**config.mk**
```make
export PLATFORM = sky130hd
export DESIGN_NAME = ksa_shuffle_flat
export DESIGN_NICKNAME = d
export VERILOG_FILES = /design/src/rtl/ksa_pkg.sv /design/src/rtl/ksa_shuffle_if.sv /design/src/rtl/ksa_key_select.sv /design/src/rtl/ksa_shuffle.sv /design/src/flat_wrapper.sv
export SDC_FILE = /design/constraint.sdc
export NUM_CORES = 1
export LEC_CHECK = 0
export ABC_CLOCK_PERIOD_IN_PS = 4400
export BUFFER_PORTS_ARGS = -buffer_cell sky130_fd_sc_hd__buf_2
export CAP_MARGIN = 0
export CORE_ASPECT_RATIO = 0.75
export CORE_UTILIZATION = 50
export CTS_CLUSTER_DIAMETER = 30
export CTS_CLUSTER_SIZE = 16
export DETAILED_ROUTE_END_ITERATION = 10
export PLACE_DENSITY = 0.77
export SYNTH_ARGS = -nofsm -noshare
export SYNTH_HDL_FRONTEND = slang
export SYNTH_SLANG_ARGS = --single-unit
```
**constraint.sdc**
```tcl
create_clock -name clk -period 4.4 [get_ports clk]
set_clock_uncertainty 0.15 [all_clocks]
set_input_delay 0.22 -clock clk [delete_from_list [all_inputs] [get_ports clk]]
set_output_delay 0.22 -clock clk [all_outputs]
set_load 0.05 [all_outputs]
```
**src/rtl/ksa_pkg.sv**
```systemverilog
// Shared types and constants for the RC4 key-scheduling stage.
// No logic; no latency; no flow control.
// Imported by the interface, key selector and ksa_shuffle top.
package ksa_pkg;

    localparam int S_SIZE            = 256;
    localparam int KEY_BYTES_DEFAULT = 3;

    typedef enum logic [2:0] {
        IDLE,
        READ_I,
        WAIT_I,
        READ_J,
        WAIT_J,
        WRITE_I,
        WRITE_J,
        DONE
    } state_t;

endpackage

```
**src/rtl/ksa_shuffle_if.sv**
```systemverilog
// Single-port S-memory bus between the key scheduler (master) and the shared 256x8 RAM (slave).
// Synchronous read: q is valid one cycle after address.
// No backpressure; the master owns every cycle of the port.
interface ksa_shuffle_if #(
    parameter int DATA_W = 8,
    parameter int ADDR_W = 8
);
    logic [ADDR_W-1:0] address;
    logic [DATA_W-1:0] data;
    logic [DATA_W-1:0] q;
    logic              write;

    modport master (output address, output data, output write, input q);
    modport slave  (input address, input data, input write, output q);
endinterface

```
**src/rtl/ksa_key_select.sv**
```systemverilog
// Picks key byte k out of the packed key; byte 0 is the most significant byte.
// Combinational, zero latency.
// No flow control.
module ksa_key_select #(
    parameter int KEY_BYTES = 3,
    parameter int K_W       = 2
) (
    input  logic [8*KEY_BYTES-1:0] key,
    input  logic [K_W-1:0]         k,
    output logic [7:0]             keybyte
);

    always_comb begin
        keybyte = '0;
        for (int b = 0; b < KEY_BYTES; b++) begin
            if (k == K_W'(b)) begin
                keybyte = key[8*(KEY_BYTES-1-b) +: 8];
            end
        end
    end

endmodule

```
**src/rtl/ksa_shuffle.sv**
```systemverilog
// RC4 key scheduling over the shared S-memory; optional KSA_SAME_INDEX_SKIP_EN skips i==j swaps.
// Latency: 1 + 256*6 cycles from start to done (2-cycle iterations when i==j is skipped).
// No backpressure: start is a level request, done is held until start drops.
module ksa_shuffle
    import ksa_pkg::*;
#(
    parameter int DATA_W    = 8,
    parameter int ADDR_W    = 8,
    parameter int KEY_BYTES = KEY_BYTES_DEFAULT
) (
    input  logic                   clk,
    input  logic                   reset,
    input  logic                   start,
    input  logic [8*KEY_BYTES-1:0] key,
    output logic                   done,
    ksa_shuffle_if.master          mem
);

    localparam int K_W = (KEY_BYTES > 1) ? $clog2(KEY_BYTES) : 1;

    state_t                 state;
    logic [ADDR_W-1:0]      i;
    logic [ADDR_W-1:0]      j;
    logic [ADDR_W-1:0]      j_next;
    logic [K_W-1:0]         k;
    logic [K_W-1:0]         k_next;
    logic [DATA_W-1:0]      si;
    logic [8*KEY_BYTES-1:0] key_r;
    logic [7:0]             keybyte;
    logic                   i_last;

    ksa_key_select #(
        .KEY_BYTES (KEY_BYTES),
        .K_W       (K_W)
    ) u_key_select (
        .key     (key_r),
        .k       (k),
        .keybyte (keybyte)
    );

    always_comb begin
        j_next = j + ADDR_W'(mem.q) + ADDR_W'(keybyte);
        k_next = (k == K_W'(KEY_BYTES - 1)) ? '0 : k + K_W'(1);
        i_last = (i == {ADDR_W{1'b1}});
    end

    // Memory-facing outputs are registered on the transition into the state that owns them.
    always_ff @(posedge clk) begin
        if (!reset) begin
            state       <= IDLE;
            i           <= '0;
            j           <= '0;
            k           <= '0;
            si          <= '0;
            key_r       <= '0;
            done        <= 1'b0;
            mem.write   <= 1'b0;
            mem.address <= '0;
            mem.data    <= '0;
        end else begin
            case (state)
                IDLE: begin
                    if (start) begin
                        key_r       <= key;
                        mem.address <= i;
                        state       <= READ_I;
                    end
                end
                READ_I: state <= WAIT_I;
                WAIT_I: begin
                    si <= mem.q;
                    j  <= j_next;
`ifdef KSA_SAME_INDEX_SKIP_EN
                    if (j_next == i) begin
                        // Swapping an entry with itself is a no-op; go straight to the next i.
                        i <= i + ADDR_W'(1);
                        k <= k_next;
                        if (i_last) begin
                            done  <= 1'b1;
                            state <= DONE;
                        end else begin
                            mem.address <= i + ADDR_W'(1);
                            state       <= READ_I;
                        end
                    end else begin
                        mem.address <= j_next;
                        state       <= READ_J;
                    end
`else
                    mem.address <= j_next;
                    state       <= READ_J;
`endif
                end
                READ_J: state <= WAIT_J;
                WAIT_J: begin
                    mem.address <= i;
                    mem.data    <= mem.q;
                    mem.write   <= 1'b1;
                    state       <= WRITE_I;
                end
                WRITE_I: begin
                    mem.address <= j;
                    mem.data    <= si;
                    mem.write   <= 1'b1;
                    state       <= WRITE_J;
                end
                WRITE_J: begin
                    mem.write <= 1'b0;
                    i         <= i + ADDR_W'(1);
                    k         <= k_next;
                    if (i_last) begin
                        done  <= 1'b1;
                        state <= DONE;
                    end else begin
                        mem.address <= i + ADDR_W'(1);
                        state       <= READ_I;
                    end
                end
                DONE: begin
                    if (!start) begin
                        done  <= 1'b0;
                        i     <= '0;
                        j     <= '0;
                        k     <= '0;
                        state <= IDLE;
                    end
                end
                default: state <= IDLE;
            endcase
        end
    end

endmodule
```
**src/flat_wrapper.sv**
```systemverilog
// flat-port wrapper written by rule: the top's interface ports become plain ports
module ksa_shuffle_flat import ksa_pkg::*;
#(
    parameter int DATA_W    = 8,
    parameter int ADDR_W    = 8,
    parameter int KEY_BYTES = KEY_BYTES_DEFAULT
)
  (clk, reset, start, key, done, mem_address, mem_data, mem_write, mem_q);
  ksa_shuffle_if #(.DATA_W(DATA_W), .ADDR_W(ADDR_W)) mem_i ();
  input  logic clk;
  input  logic reset;
  input  logic start;
  input  logic [8*KEY_BYTES-1:0] key;
  output logic done;
  output wire logic [$bits(mem_i.address)-1:0] mem_address;
  output wire logic [$bits(mem_i.data)-1:0] mem_data;
  output wire logic [$bits(mem_i.write)-1:0] mem_write;
  input wire logic [$bits(mem_i.q)-1:0] mem_q;
  assign mem_address = mem_i.address;
  assign mem_data = mem_i.data;
  assign mem_write = mem_i.write;
  assign mem_i.q = mem_q;
  ksa_shuffle #(.DATA_W(DATA_W), .ADDR_W(ADDR_W), .KEY_BYTES(KEY_BYTES)) u_core (.clk(clk), .reset(reset), .start(start), .key(key), .done(done), .mem(mem_i));
endmodule
```
### Word-level counts from Yosys, hierarchy flattened

Cells that the tools add are included.

* register bits: 71
* bits of input ports: 35
* output and inout port bits: 18
* logic and storage cells: 63

* add/sub/neg operators: 4
* eq/ne operators: 14
* muxes and demuxes: 21
* reduce and logical (&&, ||, !) cells: 14

Operators with widths (count)
* $mux W8: 6
* $pmux W8 S2: 3
* $pmux W8 S5: 1
* $pmux W3 S8: 1
* $add A8 B8 Y8: 2
* $eq A3 B3 Y1 const B: 4
* $mux W3: 3
* $add A8 B1 Y8 const B: 1
* $eq A8 B8 Y1 const B: 1
* $reduce_and A2 Y1: 4
* $reduce_bool A2 Y1: 4
* $eq A3 B2 Y1 const B: 2
* $ne A2 B2 Y1 const B: 3
* $reduce_and A3 Y1: 2
* $reduce_bool A5 Y1: 1
* $mux W2: 2
* $pmux W1 S2: 2
* $pmux W2 S2: 1
* $eq A3 B1 Y1 const B: 1
* $logic_not A3 Y1: 1
* $add A2 B1 Y2 const B: 1
* $eq A2 B1 Y1 const B: 1
* $eq A2 B2 Y1 const B: 1
* $logic_not A2 Y1: 1
* 3 further kinds: 4

### Depth between registers and ports, before layout

Gate-level depths: netlist of the first run.

* word-level depth: 6
* gate-level depth with buffers: 15
* gate-level depth less buffers: 14

### Cells and area by module

From an unflattened synthesis of the first run, not the netlist that was laid out.

* cell total of the unflattened synthesis: 449
* area total of the unflattened synthesis: 3856.2 sq um

Modules (own cells, without submodules)
* ksa_shuffle: times used 1, cells an instance 429, area each 3658.5 sq um, sequential area each 1421.4 sq um
* ksa_key_select: times used 1, cells an instance 20, area each 197.7 sq um, sequential area each 0.0 sq um

### Least setup slack after synthesis of the first run

No wires, ideal clock.

* kind: flip-flop to flip-flop
* start: register u_core.k[0]
* end: register u_core.j[7]
* setup time: 118 ps
* data arrival time: 2908 ps
* required time: 4132 ps
* path slack: 1223 ps
* cell stages (with the launch flop): 16
* path buffers: 1
* clock period less this slack: 3177 ps
* cells stage by stage: dfxtp_1 > buf_1 > mux2i_1 > nor2_1 > a21oi_1 > fa_1 > inv_1 > ha_1 > inv_1 > fa_1 > nor2b_1 > o31ai_1 > a21oi_1 > xnor2_1 > a22oi_1 > nor2b_1

* word-level cells in the longest chain between the ends: 6
* elaborated cells on any way between the ends: 8
* classes of those cells: add/sub: 1; eq/ne: 2; mux: 4; reduce/logical: 1

Ends and longest elaborated chain
* start: declaration: RTL line ksa_shuffle.sv:25 `logic [K_W-1:0] k;`
* start signal: assignment: RTL line ksa_shuffle.sv:110 `k <= k_next;`
* $logic_not A2 Y1: RTL line ksa_key_select.sv:16 `if (k == K_W'(b)) begin`
* $mux W8 (2 in series): RTL line ksa_key_select.sv:16
* $mux W8 *: RTL line ksa_key_select.sv:16
* $add A8 B8 Y8 *: RTL line ksa_shuffle.sv:42 `j_next = j + ADDR_W'(mem.q) + ADDR_W'(keybyte);`
* $pmux W8 S2 *: RTL line ksa_shuffle.sv:61 `case (state)`
* end signal: assignment: RTL line ksa_shuffle.sv:72 `j <= j_next;`
* end: declaration: RTL line ksa_shuffle.sv:23 `logic [ADDR_W-1:0] j;`

Every way passes the cells marked *; elsewhere a longest branch is shown, timed or not.
A chain may end at the register's enable or synchronous reset.

### Worst setup path in the final report of the first run

* start: register u_core.k[1]
* end: register u_core.mem.address[7]

* word-level cells in the longest chain between the ends: 6
* elaborated cells on any way between the ends: 8
* classes of those cells: add/sub: 1; eq/ne: 2; mux: 4; reduce/logical: 1

Ends and longest elaborated chain
* $logic_not A2 Y1: RTL line ksa_key_select.sv:16
* $mux W8 (2 in series): RTL line ksa_key_select.sv:16
* $mux W8 *: RTL line ksa_key_select.sv:16
* $add A8 B8 Y8 *: RTL line ksa_shuffle.sv:42
* $pmux W8 S5 *: RTL line ksa_shuffle.sv:61
* end signal: assignment: RTL line ksa_shuffle.sv:65 `mem.address <= i;`
* end signal: assignment: RTL line ksa_shuffle.sv:90 `mem.address <= j_next;`
* end signal: assignment: RTL line ksa_shuffle.sv:96 `mem.address <= i;`
* end: declaration: RTL line ksa_shuffle_if.sv:13 `modport master (output address, output data, output write, input q);`

Marks and branches as above.

==> flow_summary.ini, run 1 <==
[yosys]
synth_ff_type = dfxtp_1
synth.most_common_cell = nand2_1
syn-num-nets = 522
yosysWarnings = 0
syn_area_sq_um = 3910
synth-simple-area-share_pct = 21.6
postSynthCellCount = 472
synth_compound_area_share_pct = 23.4
synth-seq-area-share_pct = 36.4
synthAdderAreaFrac_pct = 6.34
synth_edf_count = 0
ys_top_cells_by_area = dfxtp_1 (36%), nand2_1 (9.2%), a21boi_1 (5.0%)
synth_xor_area_share_pct = 2.24
synth.area.mux_share_pct = 3.07
synth_top_cell_area_share_pct = 36.4
synth.avg_cell_area_sq_um = 8.28
ys_types = 54
ys_ff_latch = 71
async_reset_ff_share_pct = 0
synth_top_area_cell = dfxtp_1
synth_top_family_by_area = compound AO/OA/AOI/OAI gates
netlist_top_cells_count = nand2_1 (96), dfxtp_1 (71), inv_1 (30), a21oi_1 (29), a21boi_1 (26)

[clocking]
clkLatencyLatePin_ns = 0.35
post_cts_resized = 0
cts_setup_buffers = 0
htreeDepth = 3
postCtsHoldBufs = 31
numCtsBuffers = 9
clockBufferDepth = 2
root_buffer = clkbuf_8
cts.clk_slew.worst_paths_ns = 0.08
cts_tree = yes
cts_num_sinks = 71

[placed_design]
gp_congestion = 0.946
placed_cell_area_sq_um = 4150
place_ws_ns = 0.931
port_buffers = 52
placed_cells = 596
hpwlAfterDp_microns = 6490

[critical_path]
start_kind = flip-flop
setup.worst_path.class = reg2reg
slowest_delay_ns = 0.56
cp.required_ns = 4.54
cp_cell_sequence = nor2b_1 -> a21oi_1 -> fa_1 -> inv_1 -> ha_1 -> inv_1 -> fa_1 -> nor2b_1 -> o31ai_1 -> a21oi_1 -> xnor2_1 -> a21oi_1 -> a21oi_1
crit_path_end_kind = flip-flop
cp_num_buf_inv = 2
slowest_stage = dfxtp_1
worstPathArrival_ns = 3.71
worst-path-max-fanout = 12
crit_path_frequent_cell = a21oi_1
critPathTopFamily = adder cells

[pwr]
power_density_nw_per_um2 = 335
vdd_drop_max_v = 0.000206
cellLeakagePower_nw = 2.00

[timing]
min_period_over_period_pct = 81.2
rsz0062_at_grt = false
relSlewSlack_pct = 25.6
fin_setup_tns_ns = 0
setup_viol = 0
worstMarginPinSlew_ns = 1.11
layout_min_cycle_time_ns = 3.57
final-hold-violation-count = 0
fin_ws_ns = 0.827
timing.final.max_slew_violations = 0
clock.fmax_mhz = 280

[grt]
grt_pass1_wl_microns = 15900
grt_overflow = 0
track_usage_pct = 24.7
grt_pass1_vias = 3266
antenna_found_initial = 0
grt_start_max_net_pins = 74

[floorplan]
core-area_sq_um = 7470
fp.dieH_microns = 78.6
ios = 53
start_util_pct = 52.4
rows = 27
die_area_sq_um = 8180
die_x_microns = 104

[route]
vias = 3523
postRouteWirelength_microns = 9560
drc = 0
drtIter0Drc = 296
routedWlPerCell_microns = 14.9
avgViaCountPerCell = 5.48
final_antenna_net_count = 0
drtPass1Iterations = 5

[cells_and_area]
diodes = 0
fill_cells = 653
final_area_sq_um = 4640
area_delta_synth_final_pct = 18.8
drive_above_1_share_pct = 14.8
final_nets = 587
fin_cells = 643

[worst_hold_path]
hold_path.class = in2reg

[run_status]
status = finished clean

[flow_run]
maxCapViolCount = 0
[power by group]
group          switching, W  total [W]  internal (W)
clock              0.000252   0.000485      0.000233
sequential        0.0000374   0.000720      0.000682
combinational      0.000210   0.000352      0.000142
total              0.000499    0.00156       0.00106
[worst reg2reg max path, delay by kind of cell (launching register included)]
family	cells	cell delay (ns)
adders and majority gates	3	1.03
and+or+nand+nor	2	0.75
AOI/OAI and AO/OA	5	0.73
DFF	1	0.56
xor gates and xnor gates	1	0.17
buffers and inverters	2	0.13
[state kept, by name, indices dropped and copies added (netlist names)]
register	cells
u_core.mem.write	1
u_core.done	1
u_core.key_r	24
u_core.i	8
u_core.mem.data	8
u_core.k	2
u_core.mem.address	8
u_core.state	3
u_core.j	8
u_core.si	8
[per-layer routing]
layer  GRT usage [%]  wire length [microns]  up-vias
li1                -                      -     1722
met1            31.9                   4400     1657
met3            5.40                    516       21
met2            41.3                   4460      123
met4            7.86                    178        0
met5               0                      0        -
[path summary, 6_finish.rpt]
path,from,to,slack (ns),cells past startpoint
max,u_core.k[1],u_core.mem.address[7],0.83,13
min,mem_q[7],u_core.si[7],0.05,3
max reg2reg,u_core.k[1],u_core.mem.address[7],0.83,13
min reg2reg,u_core.si[0],u_core.si[0],0.31,2
[kinds of logic (layout without fill, tap and decap cells)]
logic type	after synthesis	count (layout)
buffers and inverters	61	131
XOR/XNOR	10	10
multiplexers	12	12
flip-flops	71	71
AO/OA/AOI/OAI	129	129
AND/OR/NAND/NOR	174	174
adder cells (fa/ha/maj)	15	15
[cells in the final DEF (no fill, tap or decap), types with 10 or more instances in the layout]
master | synthesis | routed
nand2_1 | 96 | 96
dfxtp_1 | 71 | 71
inv_1 | 30 | 30
a21boi_1 | 26 | 26
buf_2 | 14 | 52
nor2_1 | 20 | 20
nor2b_1 | 23 | 23
dlygate4sd3_1 | 0 | 31
clkbuf_8 | 0 | 11
mux2i_1 | 12 | 12
o211a_1 | 11 | 11
o211ai_1 | 10 | 10
a21oi_1 | 29 | 29
[area by class of cell]
cell class / count / area [sq um] / share of cell area [%]
clock buffers: 11 / 151 / 3.26
clock inverters: 5 / 32.5 / 0.700
inverters: 30 / 113 / 2.42
multi-input cells: 340 / 2210 / 47.7
flip-flops and latches: 71 / 1420 / 30.6
well taps: 101 / 126 / 2.72
repair buffers: 85 / 586 / 12.6
[metrics by stage]
| step | total power [W] | util (%) | hold slack (ns) |
|---|---|---|---|
| detailed placement | 0.00106 | 55.6 | 0.295 |
| finish | 0.00156 | 62.2 | 0.0469 |
| global route | 0.00163 | 62.2 | 0.0456 |
| floorplan | 0.000980 | - | 0.205 |
| global placement | 0.00105 | 55.6 | 0.290 |
| CTS | 0.00155 | 62.2 | 0.0187 |
(Power assumes the default switching activity.)
==> run 2, diff against run 1 <==
ABC_CLOCK_PERIOD_IN_PS = 3000   (was 4400)
PLACE_DENSITY = 0.8   (was 0.77)
clock period = 3 ns   (was 4.4 ns; I/O delays follow)
==> flow_summary.ini, run 2 (synthesis results as in run 1) <==
[timing]
relSlewSlack_pct = 47.4
min_period_over_period_pct = 102
timing.final.max_slew_violations = 0
layout_min_cycle_time_ns = 3.06
fin_setup_tns_ns = -0.116
fin_ws_ns = -0.0567
setup_viol = 3
clock.fmax_mhz = 327
rsz0062_at_grt = true
final-hold-violation-count = 0
worstMarginPinSlew_ns = 0.789

[clocking]
clockBufferDepth = 2
cts_num_sinks = 71
cts_tree = yes
root_buffer = clkbuf_8
numCtsBuffers = 9
cts.clk_slew.worst_paths_ns = 0.08
clkLatencyLatePin_ns = 0.36
htreeDepth = 3

[critical_path]
worst-path-max-fanout = 5
crit_path_end_kind = flip-flop
cp_cell_sequence = mux2i_4 -> nor2_2 -> a21oi_2 -> fa_1 -> buf_4 -> fa_2 -> nor2b_2 -> o31ai_2 -> a21oi_2 -> xnor2_2 -> a22oi_1 -> nor2b_1
cp.required_ns = 3.10
cp_num_buf_inv = 1
worstPathArrival_ns = 3.16
slowest_delay_ns = 0.47
critPathTopFamily = adder cells
setup.worst_path.class = reg2reg
crit_path_frequent_cell = a21oi_2
slowest_stage = fa_1
start_kind = flip-flop

[grt]
grt_overflow = 0
grt_start_max_net_pins = 43
track_usage_pct = 25.9
antenna_found_initial = 0
grt_pass1_vias = 3452
grt_pass1_wl_microns = 16400

[flow_run]
maxCapViolCount = 0

[cells_and_area]
diodes = 0
multiInputGateArea_sq_um = 2310
register_area_sq_um = 1430
final_nets = 602
final_area_sq_um = 4880
fill_cells = 607
fin_cells = 658
area_delta_synth_final_pct = 24.9
mostFrequentLayoutCells = nand2_1 (96), dfxtp_1 (70), buf_2 (52)
largest-register = u_core.key_r
drive_above_1_share_pct = 20.5
final_common_cell = nand2_1
largest_reg_flops = 24

[route]
drtPass1Iterations = 5
postRouteWirelength_microns = 10300
avgViaCountPerCell = 5.41
vias = 3558
final_antenna_net_count = 0
routedWlPerCell_microns = 15.7
drtIter0Drc = 249
drc = 0

[worst_hold_path]
hold_path.class = in2reg

[floorplan]
core-area_sq_um = 7470
fp.dieH_microns = 78.6
ios = 53
die_x_microns = 104
die_area_sq_um = 8180
start_util_pct = 52.4
rows = 27

[placed_design]
placed_cells = 607
hpwlAfterDp_microns = 6560
port_buffers = 52
gp_congestion = 1.01
placed_cell_area_sq_um = 4230
place_ws_ns = -0.0770

[pwr]
total_power_w = 0.00244
vdd_drop_max_v = 0.000326
power_density_nw_per_um2 = 499
cellLeakagePower_nw = 2.09

[run_status]
failed_checks = setup timing
status = finished, violations left
==> run 2: cell count changes in the layout (fill, tap and decap cells not counted), sizes merged <==
cell         delta
clkinv          -1
bufinv          +1
clkbuf          +1
buf            +14
dlygate4sd3     +1
clkinvlp        -1
==> run 2: final timing paths <==
| path | start | end | slack (ns) | cells past startpoint |
|---|---|---|---|---|
| worst max register to register | u_core.k[0] | u_core.j[7] | -0.06 | 12 |
| worst max-delay path | u_core.k[0] | u_core.j[7] | -0.06 | 12 |
| worst min-delay path | start | u_core.state[0] | 0.10 | 5 |
| worst min register to register | u_core.mem.address[4] | u_core.mem.address[4] | 0.31 | 2 |
==> run 2: power by group <==
part,internal (W),switching [W],leakage (nW)
sequential,0.00100,0.0000502,0.579
combinational,0.000247,0.000344,1.41
clock,0.000431,0.000367,0.0988
==> run 2: cell type report <==
cell class | instances | area share (%)
multi-input cells | 340 | 47.3
flip-flops and latches | 71 | 29.2
repair buffers | 100 | 14.3
clock buffers | 12 | 3.18
well taps | 101 | 2.59
inverters | 30 | 2.31
clock inverters | 4 | 1.10
==> run 2: through the flow <==
step,hold slack (ns),utilization [%]
5_1_grt,0.133,65.4
6_report,0.105,65.4
2_1_floorplan,0.135,-
3_5_place_dp,0.248,56.7
4_1_cts,0.0934,63.9
3_3_place_gp,0.240,56.7
==> run 2: repair_timing <==
action | in CTS | in global routing
pin swaps | 1 | 10
resized for setup | 3 | 24
hold buffers | 32 | 0
endpoints found under the hold margin | 32 | 0
endpoints found under the setup margin | 3 | 9
buffers inserted | 0 | 3
==> run 2: worst reg2reg max path: stages (launching register included) <==
cell	delay, ns
dfxtp_4	0.43
mux2i_4	0.27
nor2_2	0.07
a21oi_2	0.18
fa_1	0.47
buf_4	0.16
fa_2	0.41
nor2b_2	0.17
o31ai_2	0.09
a21oi_2	0.19
xnor2_2	0.10
a22oi_1	0.18
nor2b_1	0.07
==> run 2: per-layer routing <==
metal  GRT usage, %  vias up  part of all wire, %  wire (microns)
met5              0        -                    0               0
met4           7.86        0                  2.0             204
met3           7.23       21                  5.7             592
met2           43.5      104                   48            4910
met1           32.5     1674                   45            4610
li1               -     1759                    -               -
==> run 3, diff against run 2 <==
ABC_CLOCK_PERIOD_IN_PS = 3100   (was 3000)
CORE_UTILIZATION = 55   (was 50)
PLACE_DENSITY = 0.83   (was 0.8)
clock period = 3.1 ns   (was 3 ns; I/O delays follow)
==> flow_summary.ini, run 3 (synthesis results as in run 1) <==
[cells_and_area]
final_area_sq_um = 4770
largest-register = u_core.key_r
diodes = 0
mostFrequentLayoutCells = nand2_1 (96), dfxtp_1 (70), buf_2 (52)
final_common_cell = nand2_1
largest_reg_flops = 24
final_nets = 596
drive_above_1_share_pct = 18.0
area_delta_synth_final_pct = 22.0

[pwr]
clkPwrFrac_pct = 32.4
power_density_nw_per_um2 = 483
sw_frac_of_total_pct = 32.3
power_frac_seq_pct = 44.1
cellLeakagePower_nw = 2.05
p_comb_share_pct = 23.5
vdd_drop_max_v = 0.000319
p_sw_w = 0.000743
intPower_w = 0.00156

[worst_hold_path]
hold_depth = 5
hold_path.class = in2reg
min_from = start
hold_end = u_core.state[1]

[floorplan]
start_util_pct = 57.2
ios = 53
fp.dieH_microns = 75.0
die_x_microns = 99.3
rows = 26
die_area_sq_um = 7450
core-area_sq_um = 6830

[timing]
timing.final.max_slew_violations = 0
layout_min_cycle_time_ns = 2.98
clock.fmax_mhz = 336
final-hold-violation-count = 0
worstMarginPinSlew_ns = 0.818
setup_viol = 0
min_period_over_period_pct = 96.1
relSlewSlack_pct = 45.5
fin_setup_tns_ns = 0

[critical_path]
r2r-end = u_core.j[7]
rr_startpoint = u_core.k[0]
cp.required_ns = 3.24
worstPathArrival_ns = 3.12
crit_path_end_kind = flip-flop
setup.worst_path.class = reg2reg
worst-path-max-fanout = 5
reg2reg_slack_ns = 0.12
reg2reg_depth = 14
start_kind = flip-flop

[clocking]
clockBufferDepth = 2
cts_setup_buffers = 0
cts.clk_slew.worst_paths_ns = 0.08
numCtsBuffers = 9
root_buffer = clkbuf_8
clkLatencyLatePin_ns = 0.35
cts_num_sinks = 71
cts_tree = yes
htreeDepth = 3

[grt]
antenna_found_initial = 0
grt_start_max_net_pins = 48
grt_pass1_vias = 3513
grt_pass1_wl_microns = 16900
grt_overflow = 0
track_usage_pct = 29.7

[run_status]
status = finished clean

[route]
postRouteWirelength_microns = 10300
vias = 3665
final_antenna_net_count = 0
routedWlPerCell_microns = 16.2
drtIter0Drc = 219
drc = 0
avgViaCountPerCell = 5.77
drtPass1Iterations = 4

[placed_design]
hpwlAfterDp_microns = 6850
port_buffers = 52
gp_congestion = 0.950
placed_cell_area_sq_um = 4190

[flow_run]
maxCapViolCount = 0
[run 3: power by group through the flow]
stage	clock (W)	sequential (W)	combinational (W)
after floorplan	0	0.00106	0.000328
after global placement	0	0.00103	0.000464
after detailed placement	0	0.00103	0.000483
after CTS	0.000752	0.00101	0.000516
after global routing	0.000802	0.00102	0.000594
final	0.000746	0.00101	0.000542
[run 3: per-stage QoR]
stage	setup slack (ns)	total power (W)	cells	utilization [%]	hold WS, ns
6_report	0.122	0.00230	635	69.8	0.109
3_5_place_dp	-0.0303	0.00152	587	61.3	0.252
3_3_place_gp	0.134	0.00150	587	61.3	0.247
4_1_cts	0.0246	0.00228	635	68.9	0.0994
2_1_floorplan	0.118	0.00139	472	-	0.140
5_1_grt	-0.0424	0.00242	635	69.8	0.143
[run 3: critical path, cell delays in order (launching register included)]
cell and delay [ns]:
dfxtp_4 0.41, mux2i_1 0.20, nor2_1 0.07, a21oi_2 0.11, fa_1 0.42, inv_1 0.07, ha_1 0.20, inv_1 0.07
fa_2 0.36, nor2b_2 0.20, o31ai_4 0.08, a21oi_2 0.14, xnor2_1 0.16, a22oi_1 0.13, nor2b_1 0.15
[run 3: cell type report]
| cell class | instances | area, sq um |
|---|---|---|
| multi-input combinational | 340 | 2270 |
| fill | 542 | 2060 |
| sequential | 71 | 1430 |
| inverter | 30 | 113 |
| clock buffer | 10 | 128 |
| clock inverter | 6 | 70.1 |
| timing repair buffer | 94 | 659 |
| tap | 84 | 105 |
[run 3: worst max path at each step]
stage / startpoint / to / slack [ns]
2_1_floorplan: u_core.k[0] / u_core.j[7] / 0.12
3_3_place_gp: u_core.k[0] / u_core.mem.address[7] / 0.13
3_5_place_dp: u_core.k[0] / u_core.mem.address[6] / -0.03
4_1_cts: u_core.k[0] / u_core.mem.address[6] / 0.02
5_1_grt: u_core.k[0] / u_core.j[7] / -0.04
6_report: u_core.k[0] / u_core.j[7] / 0.12
[run 3: per-layer routing]
layer  wire, microns  vias to the layer above  GRT usage [%]  part of all wire (%)
li1                -                     1750              -                     -
met1            4490                     1732           38.5                    44
met2            4870                      156           50.4                    47
met3             671                       27           6.31                   6.5
met4             243                        0           10.1                   2.4
met5               0                        -              0                     0
[run 3: what timing repair did]
item                       CTS  global route
setup endpoints to repair    4             7
pin swaps                    0             2
hold buffers                32             0
hold endpoints to repair    32             0
resized for setup            1            15
